### config.mk
export PLATFORM = sky130hd
export DESIGN_NAME = conv_row_demux
export DESIGN_NICKNAME = d
export VERILOG_FILES = /design/src/rtl/cnn_pkg.sv /design/src/rtl/conv_slot_counter.sv /design/src/rtl/conv_row_demux.sv
export SDC_FILE = /design/constraint.sdc
export NUM_CORES = 2
export LEC_CHECK = 0
export BUFFER_PORTS_ARGS = -buffer_cell sky130_fd_sc_hd__buf_4
export CORE_AREA = 4 4 524 526
export CTS_BUF_LIST = sky130_fd_sc_hd__clkbuf_8
export CTS_CLUSTER_DIAMETER = 100
export DETAILED_ROUTE_END_ITERATION = 8
export DIE_AREA = 0 0 528 530
export PLACE_DENSITY = 0.38
export SYNTH_ARGS = -nofsm -noshare
export SYNTH_HDL_FRONTEND = slang
export SYNTH_HIERARCHICAL = 1
export SYNTH_SLANG_ARGS = --single-unit
### constraint.sdc
create_clock -name clk -period 3.1 [get_ports clk]
set_input_delay 0.155 -clock clk [delete_from_list [all_inputs] [get_ports clk]]
set_output_delay 0.155 -clock clk [all_outputs]
set_load 0.02 [all_outputs]
### src/rtl/cnn_pkg.sv
// Shared CNN datapath constants and slot placement helper.
package cnn_pkg;

    localparam int unsigned CONV_ROW_W      = 448;
    localparam int unsigned DEF_NCH         = 2;
    localparam int unsigned DEF_PERIOD      = 26;
    localparam int unsigned DEF_FIRST_SLOT  = 2;
    localparam int unsigned DEF_SLOT_STRIDE = 12;

    // Slot at which channel k captures its row.
    function automatic int unsigned slot_of(
        input int unsigned k,
        input int unsigned first_slot  = DEF_FIRST_SLOT,
        input int unsigned slot_stride = DEF_SLOT_STRIDE
    );
        return first_slot + k * slot_stride;
    endfunction

endpackage

### src/rtl/conv_slot_counter.sv
// Beat slot counter for the conv row demux.
// Ports:
//   clk, rst        clock, synchronous active-high reset
//   in_valid        a beat is present; advances the counter
//   in_frame_start  resync; the current beat (if any) is slot 0
//   beat_slot_c     slot of the beat presented this cycle (resync applied)
//   advance_c       strobe: this cycle's beat consumes a slot
module conv_slot_counter
    import cnn_pkg::*;
#(
    parameter int unsigned PERIOD = DEF_PERIOD,
    localparam int unsigned SLOT_W = (PERIOD > 1) ? $clog2(PERIOD) : 1
) (
    input  logic              clk,
    input  logic              rst,
    input  logic              in_valid,
    input  logic              in_frame_start,
    output logic [SLOT_W-1:0] beat_slot_c,
    output logic              advance_c
);

    logic [SLOT_W-1:0] slot_q;
    logic [SLOT_W-1:0] slot_nxt;

    // Resync overrides the stored count for the beat in flight.
    always_comb begin
        beat_slot_c = in_frame_start ? '0 : slot_q;
        advance_c   = in_valid;
    end

    // Next slot: resync alone parks at 0; any valid beat steps past its slot.
    always_comb begin
        slot_nxt = slot_q;
        if (in_frame_start) begin
            slot_nxt = '0;
        end
        if (in_valid) begin
            slot_nxt = (beat_slot_c == SLOT_W'(PERIOD - 1)) ? '0
                                                             : beat_slot_c + SLOT_W'(1);
        end
    end

    always_ff @(posedge clk) begin
        if (rst) begin
            slot_q <= '0;
        end else begin
            slot_q <= slot_nxt;
        end
    end

endmodule

### src/rtl/conv_row_demux.sv
// Time-slot demultiplexer: captures conv row beats at per-channel slot
// offsets and holds each row for its pooling consumer under valid/ack.
// Ports:
//   clk, rst        clock, synchronous active-high reset
//   in_data         conv row beat
//   in_valid        beat valid; only valid beats advance the slot counter
//   in_frame_start  resync slot counter to 0
//   out_data        channel k at [k*DATA_W +: DATA_W]
//   out_valid       channel k holds an unconsumed row
//   out_ack         channel k consumer takes the row
//   bundle_valid    one-cycle pulse after the last channel captures
//   overrun         sticky: channel k overwritten while unconsumed
module conv_row_demux
    import cnn_pkg::*;
#(
    parameter int unsigned DATA_W      = CONV_ROW_W,
    parameter int unsigned NCH         = DEF_NCH,
    parameter int unsigned PERIOD      = DEF_PERIOD,
    parameter int unsigned FIRST_SLOT  = DEF_FIRST_SLOT,
    parameter int unsigned SLOT_STRIDE = DEF_SLOT_STRIDE
) (
    input  logic                  clk,
    input  logic                  rst,
    input  logic [DATA_W-1:0]     in_data,
    input  logic                  in_valid,
    input  logic                  in_frame_start,
    output logic [NCH*DATA_W-1:0] out_data,
    output logic [NCH-1:0]        out_valid,
    input  logic [NCH-1:0]        out_ack,
    output logic                  bundle_valid,
    output logic [NCH-1:0]        overrun
);

    localparam int unsigned SLOT_W = (PERIOD > 1) ? $clog2(PERIOD) : 1;

    // Every channel's slot must fit inside one period.
    if (NCH < 1) begin : g_bad_nch
        $error("conv_row_demux: NCH must be at least 1");
    end else if (slot_of(NCH - 1, FIRST_SLOT, SLOT_STRIDE) >= PERIOD) begin : g_bad_slots
        $error("conv_row_demux: last channel slot exceeds PERIOD-1");
    end

    logic [SLOT_W-1:0] beat_slot_c;
    logic              advance_c;
    logic [NCH-1:0]    cap_c;

    conv_slot_counter #(
        .PERIOD (PERIOD)
    ) u_slot_counter (
        .clk            (clk),
        .rst            (rst),
        .in_valid       (in_valid),
        .in_frame_start (in_frame_start),
        .beat_slot_c    (beat_slot_c),
        .advance_c      (advance_c)
    );

    // Per-channel holding register, handshake and overrun flag.
    for (genvar k = 0; k < NCH; k++) begin : g_ch
        logic [DATA_W-1:0] data_q;
        logic              valid_q;
        logic              ovr_q;

        assign cap_c[k] = advance_c &&
                          (beat_slot_c == SLOT_W'(slot_of(k, FIRST_SLOT, SLOT_STRIDE)));

        // Capture beats a same-cycle ack: the fresh row stays pending.
        always_ff @(posedge clk) begin
            if (rst) begin
                data_q  <= '0;
                valid_q <= 1'b0;
                ovr_q   <= 1'b0;
            end else if (cap_c[k]) begin
                data_q  <= in_data;
                valid_q <= 1'b1;
                if (valid_q && !out_ack[k]) begin
                    ovr_q <= 1'b1;
                end
            end else if (out_ack[k]) begin
                valid_q <= 1'b0;
            end
        end

        assign out_data[k*DATA_W +: DATA_W] = data_q;
        assign out_valid[k]                 = valid_q;
        assign overrun[k]                   = ovr_q;
    end

    // Bundle complete once the last channel has captured.
    always_ff @(posedge clk) begin
        if (rst) begin
            bundle_valid <= 1'b0;
        end else begin
            bundle_valid <= cap_c[NCH-1];
        end
    end

endmodule

=== Yosys cells after proc, flatten, opt, wreduce, memory -nomap -nowiden ===
Index checks and enable logic that the tools add are counted.

* Word-level logic and storage cells: 29
* Output and inout port bits: 901
* Flip-flop bits (word level): 906

* Add/sub/neg operators: 1
* Mux-type cells: 7
* Eq/ne operators: 3
* Reduce and logical (&&, ||, !) cells: 10

{| class="wikitable"
|+ Operators by type and width
! operator !! number
|-
| two-way mux 5 bit || 3
|-
| adder 5 x 1 -> 5 bit, second input constant || 1
|-
| == test 5 x 2 -> 1 bit, second input constant || 1
|-
| == test 5 x 4 -> 1 bit, second input constant || 1
|-
| == test 5 bit, second input constant || 1
|-
| logical AND 1 bit || 4
|-
| two-way mux 1 bit || 4
|-
| AND reduction 2 bit || 2
|-
| nonzero test 2 bit || 2
|-
| logical NOT 1 bit || 2
|}

=== Longest topological paths before layout ===
* Depth in word-level cells: 4
* Depth in mapped cells: 10
* Mapped depth without buffers: 5

=== Cells and area by module ===
Netlist, hierarchy kept.

{| class="wikitable"
|+ By module, submodules not included
! module !! cells each !! area an instance (µm²) !! times used !! sequential area each (µm²)
|-
| conv_row_demux || 3413 || 36747.7 || 1 || 18037.3
|-
| conv_slot_counter || 31 || 285.3 || 1 || 100.1
|}

=== Worst setup path after synthesis ===
Ideal clock, no wire load.

* Path kind: reg-to-reg
* Start point: register u_slot_counter.slot_q[0]
* End point: register g_ch[0].data_q[295]
* Data required time: 2980 ps
* Data arrival time: 1610 ps
* Path buffers: 4
* Slack: 1371 ps
* Cell stages (with the launch flop): 9
* Cells stage by stage: dfxtp_1 -> nor2b_1 -> and4bb_2 -> and2_1 -> buf_2 -> buf_4 -> buf_6 -> buf_6 -> mux2i_1

* Cells in the longest elaborated chain, start to end: 3

{| class="wikitable"
|+ RTL lines
! element !! RTL line !! text
|-
| from (decl) || conv_slot_counter.sv:22 || <nowiki>logic [SLOT_W-1:0] slot_q;</nowiki>
|-
| from (signal assigned) || conv_slot_counter.sv:47 || <nowiki>slot_q <= slot_nxt;</nowiki>
|-
| two-way mux 5 bit || n/a ||
|-
| named net beat_slot_c[0] || conv_row_demux.sv:43 || <nowiki>logic [SLOT_W-1:0] beat_slot_c;</nowiki>
|-
| == test 5 x 2 -> 1 bit || conv_row_demux.sv:65 || <nowiki>(beat_slot_c == SLOT_W'(slot_of(k, FIRST_SLOT, SLOT_STRIDE)));</nowiki>
|-
| logical AND 1 bit || conv_row_demux.sv:64 || <nowiki>assign cap_c[k] = advance_c &&</nowiki>
|-
| to (signal assigned) || conv_row_demux.sv:74 || <nowiki>data_q <= in_data;</nowiki>
|-
| to (decl) || conv_row_demux.sv:60 || <nowiki>logic [DATA_W-1:0] data_q;</nowiki>
|}

The timed path passes the listed nets, and every way through them passes these cells.
A chain may end at the register's enable or synchronous reset.

=== Worst setup path in the final report ===
* Start point: register u_slot_counter.slot_q[0]
* End point: register g_ch[0].data_q[201]

The elaborated chain is that of the path after synthesis.

==> results.cfg <==
[pwr]
p_leak_nw = 27.6
p_per_area_mw_per_mm2 = 441
peakVddDrop_uv = 266

[die]
dieArea_mm2 = 0.280
rows = 191
ios = 1355
core_mm2 = 0.270
die_h_um = 530
die_w_um = 528
initial_core_util_pct = 13.7

[clock_network]
clkLatencyLatePin_ns = 0.92
clock_path_buffers = 4
htree_num_levels = 4
cts.reportedPaths.clkPinSlew_ns = 0.05
clockRootBuffer = clkbuf_8
cts_tree = built
clock-sinks = 906
post_cts_resized = 0
cts-buffers-inserted = 188

[grt]
grt-ovfl-total = 0
grt_start_max_net_pins = 115
grt_antenna_before_repair = 13
track_usage_pct = 12.4
grt_first_pass_wirelength_mm = 253
first_global_vias = 33700

[timing]
skew_ns = 0.0974
clock.fmax_mhz = 426
slew_headroom_pct = 44.3
worst_pin_slew_ns = 0.836
min_period_ns = 2.35
drv_slew = 0
hold_viol_final = 0
fin_crit_sh_pct = 75.8
setup_tns_ns = 0
rsz0062_at_grt = no
finalSetupViolations = 0
holdWs_ns = 0.162

[detailed_routing]
drt_iter0_drc = 1066
wl_mm = 183
post_drt_via_cell_ratio = 3.41
drtAntennaViolNets = 0
wl_per_cell_um = 19.9
vias = 31355
drc = 0
dr.pass1.iters = 4

[placement]
gp_congestion = 0.806
dp_hpwl_mm = 143
io_buffers = 1354

[cells_and_area]
drive_gt1_share_pct = 30.6
nets = 5941
synthToLayoutAreaGrowth_pct = 67.2
nFillCells = 29537

[synth]
post_synth.cell_area_avg_um2 = 10.8
synth_area_mm2 = 0.0370
syn-num-nets = 3898
synth_enable_flop_cells = 0
yosysWarningCount = 6
synth_ff_type = dfxtp_1
synthCells = 3444
synthDistinctLibCells = 30
async_reset_ff_share_pct = 0
ys_seq_area_share_pct = 49.0
ys_ff_latch = 906

[job]
cap_viol_max_count = 0

[worst_hold_path]
min_path_type = in -> reg

[worst_setup_path]
crit_required_ns = 3.91
cp-end-kind = register
crit_fanout = 35
path_class = reg -> reg
worstPathArrival_ns = 3.16
start_kind = register

[outcome]
status = completed
sequential cells by signal (all words and copies together) (netlist names):
signal,count
bundle_valid,1
g_ch.data_q,896
g_ch.ovr_q,2
g_ch.valid_q,2
u_slot_counter/slot_q,5
cell usage in the layout (no fill, tap or decap), types with 2 or more instances in the layout:
| cell | count |
|---|---|
| bufinv_16 | 7 |
| inv_12 | 2 |
| clkinv_2 | 8 |
| diode_2 | 13 |
| dfxtp_1 | 906 |
| nand2b_1 | 1345 |
| nor3_1 | 2 |
| nor2b_1 | 4 |
| buf_4 | 1429 |
| inv_1 | 60 |
| nor2_1 | 5 |
| mux2i_1 | 896 |
| buf_12 | 23 |
| inv_6 | 2 |
| clkbuf_8 | 240 |
| xor2_1 | 2 |
| nand2_1 | 3 |
| clkinvlp_4 | 2 |
| dlygate4sd3_1 | 657 |
| nor4_1 | 2 |
| a21oi_1 | 4 |
stage by stage:
stage	setup slack [ns]	util, %	power [mW]	instances	instance area [um^2]
floorplan	1.37	-	12.7	3444	37000
global placement	0.813	19.1	13.6	8210	51500
detailed placement	0.794	19.1	13.6	8210	51500
CTS	0.743	22.9	28.0	9188	61900
global route	0.614	22.9	28.6	9195	61900
finish	0.751	22.9	27.3	9201	61900
cells by family after synthesis:
group,synth area share (%)
compound gates,0.145
xor+xnor,0.0710
buf+inv,3.41
flops,49.0
mux,24.2
simple gates,23.2
timing repair:
| item | CTS | global route |
|---|---|---|
| hold endpoints to repair | 906 | 0 |
| buffers inserted | 0 | 0 |
| hold buffers | 657 | 0 |
power by group:
part / leakage (nW) / internal [mW] / total (mW) / switching [mW]
sequential: 7.30 / 11.7 / 11.7 / 0.0203
clock: 2.20 / 7.49 / 13.3 / 5.82
combinational: 18.1 / 1.36 / 2.29 / 0.934
cells in the mapped netlist (all sizes together), types with 2 or more instances:
master	n	area share, %
a21oi	4	0.054
buf	107	1.9
clkbuf	150	1.5
dfxtp	906	49
inv	2	0.020
mux2i	896	24
nand2	3	0.030
nand2b	1346	23
nand3	2	0.027
nor2	5	0.051
nor2b	4	0.068
nor3	2	0.027
nor4	2	0.034
xor2	2	0.047
path summary, 6_finish.rpt:
path                                                          start                          endpoint  slack, ns  depth (start not counted)
worst max-delay path            u_slot_counter/slot_q[0]$_SDFF_PP0_  g_ch[0].data_q[201]$_SDFFE_PP0P_       0.75                          6
worst min-delay path                                   in_data[148]  g_ch[1].data_q[148]$_SDFFE_PP0P_       0.16                          4
worst max register to register  u_slot_counter/slot_q[0]$_SDFF_PP0_  g_ch[0].data_q[201]$_SDFFE_PP0P_       0.75                          6
worst min register to register     g_ch[1].data_q[442]$_SDFFE_PP0P_  g_ch[1].data_q[442]$_SDFFE_PP0P_       0.47                          2
critical path, cell delays in order (launching register included):
cell and delay [ns]:
dfxtp_1 0.35, nor2b_1 0.17, and4bb_2 0.39, and2_4 0.21, buf_12 0.18, buf_4 0.56, mux2i_1 0.28
area by class of cell:
type	instances	area [um^2]	share of cell area, %
well taps	3570	4470	7.21
multi-input cells	2279	17600	28.5
diodes	13	32.5	0.0525
clock buffers	240	3300	5.33
inverters	2	7.51	0.0121
repair buffers	2110	17800	28.7
clock inverters	81	561	0.905
flip-flops and latches	906	18100	29.3
metal layers:
layer  share of wire [%]  GRT usage, %
met5               0.027             0
met4                 3.0          3.86
met3                  12          6.94
met2                  45          20.2
met1                  39          13.8
Power figures use the tool's default switching activity.
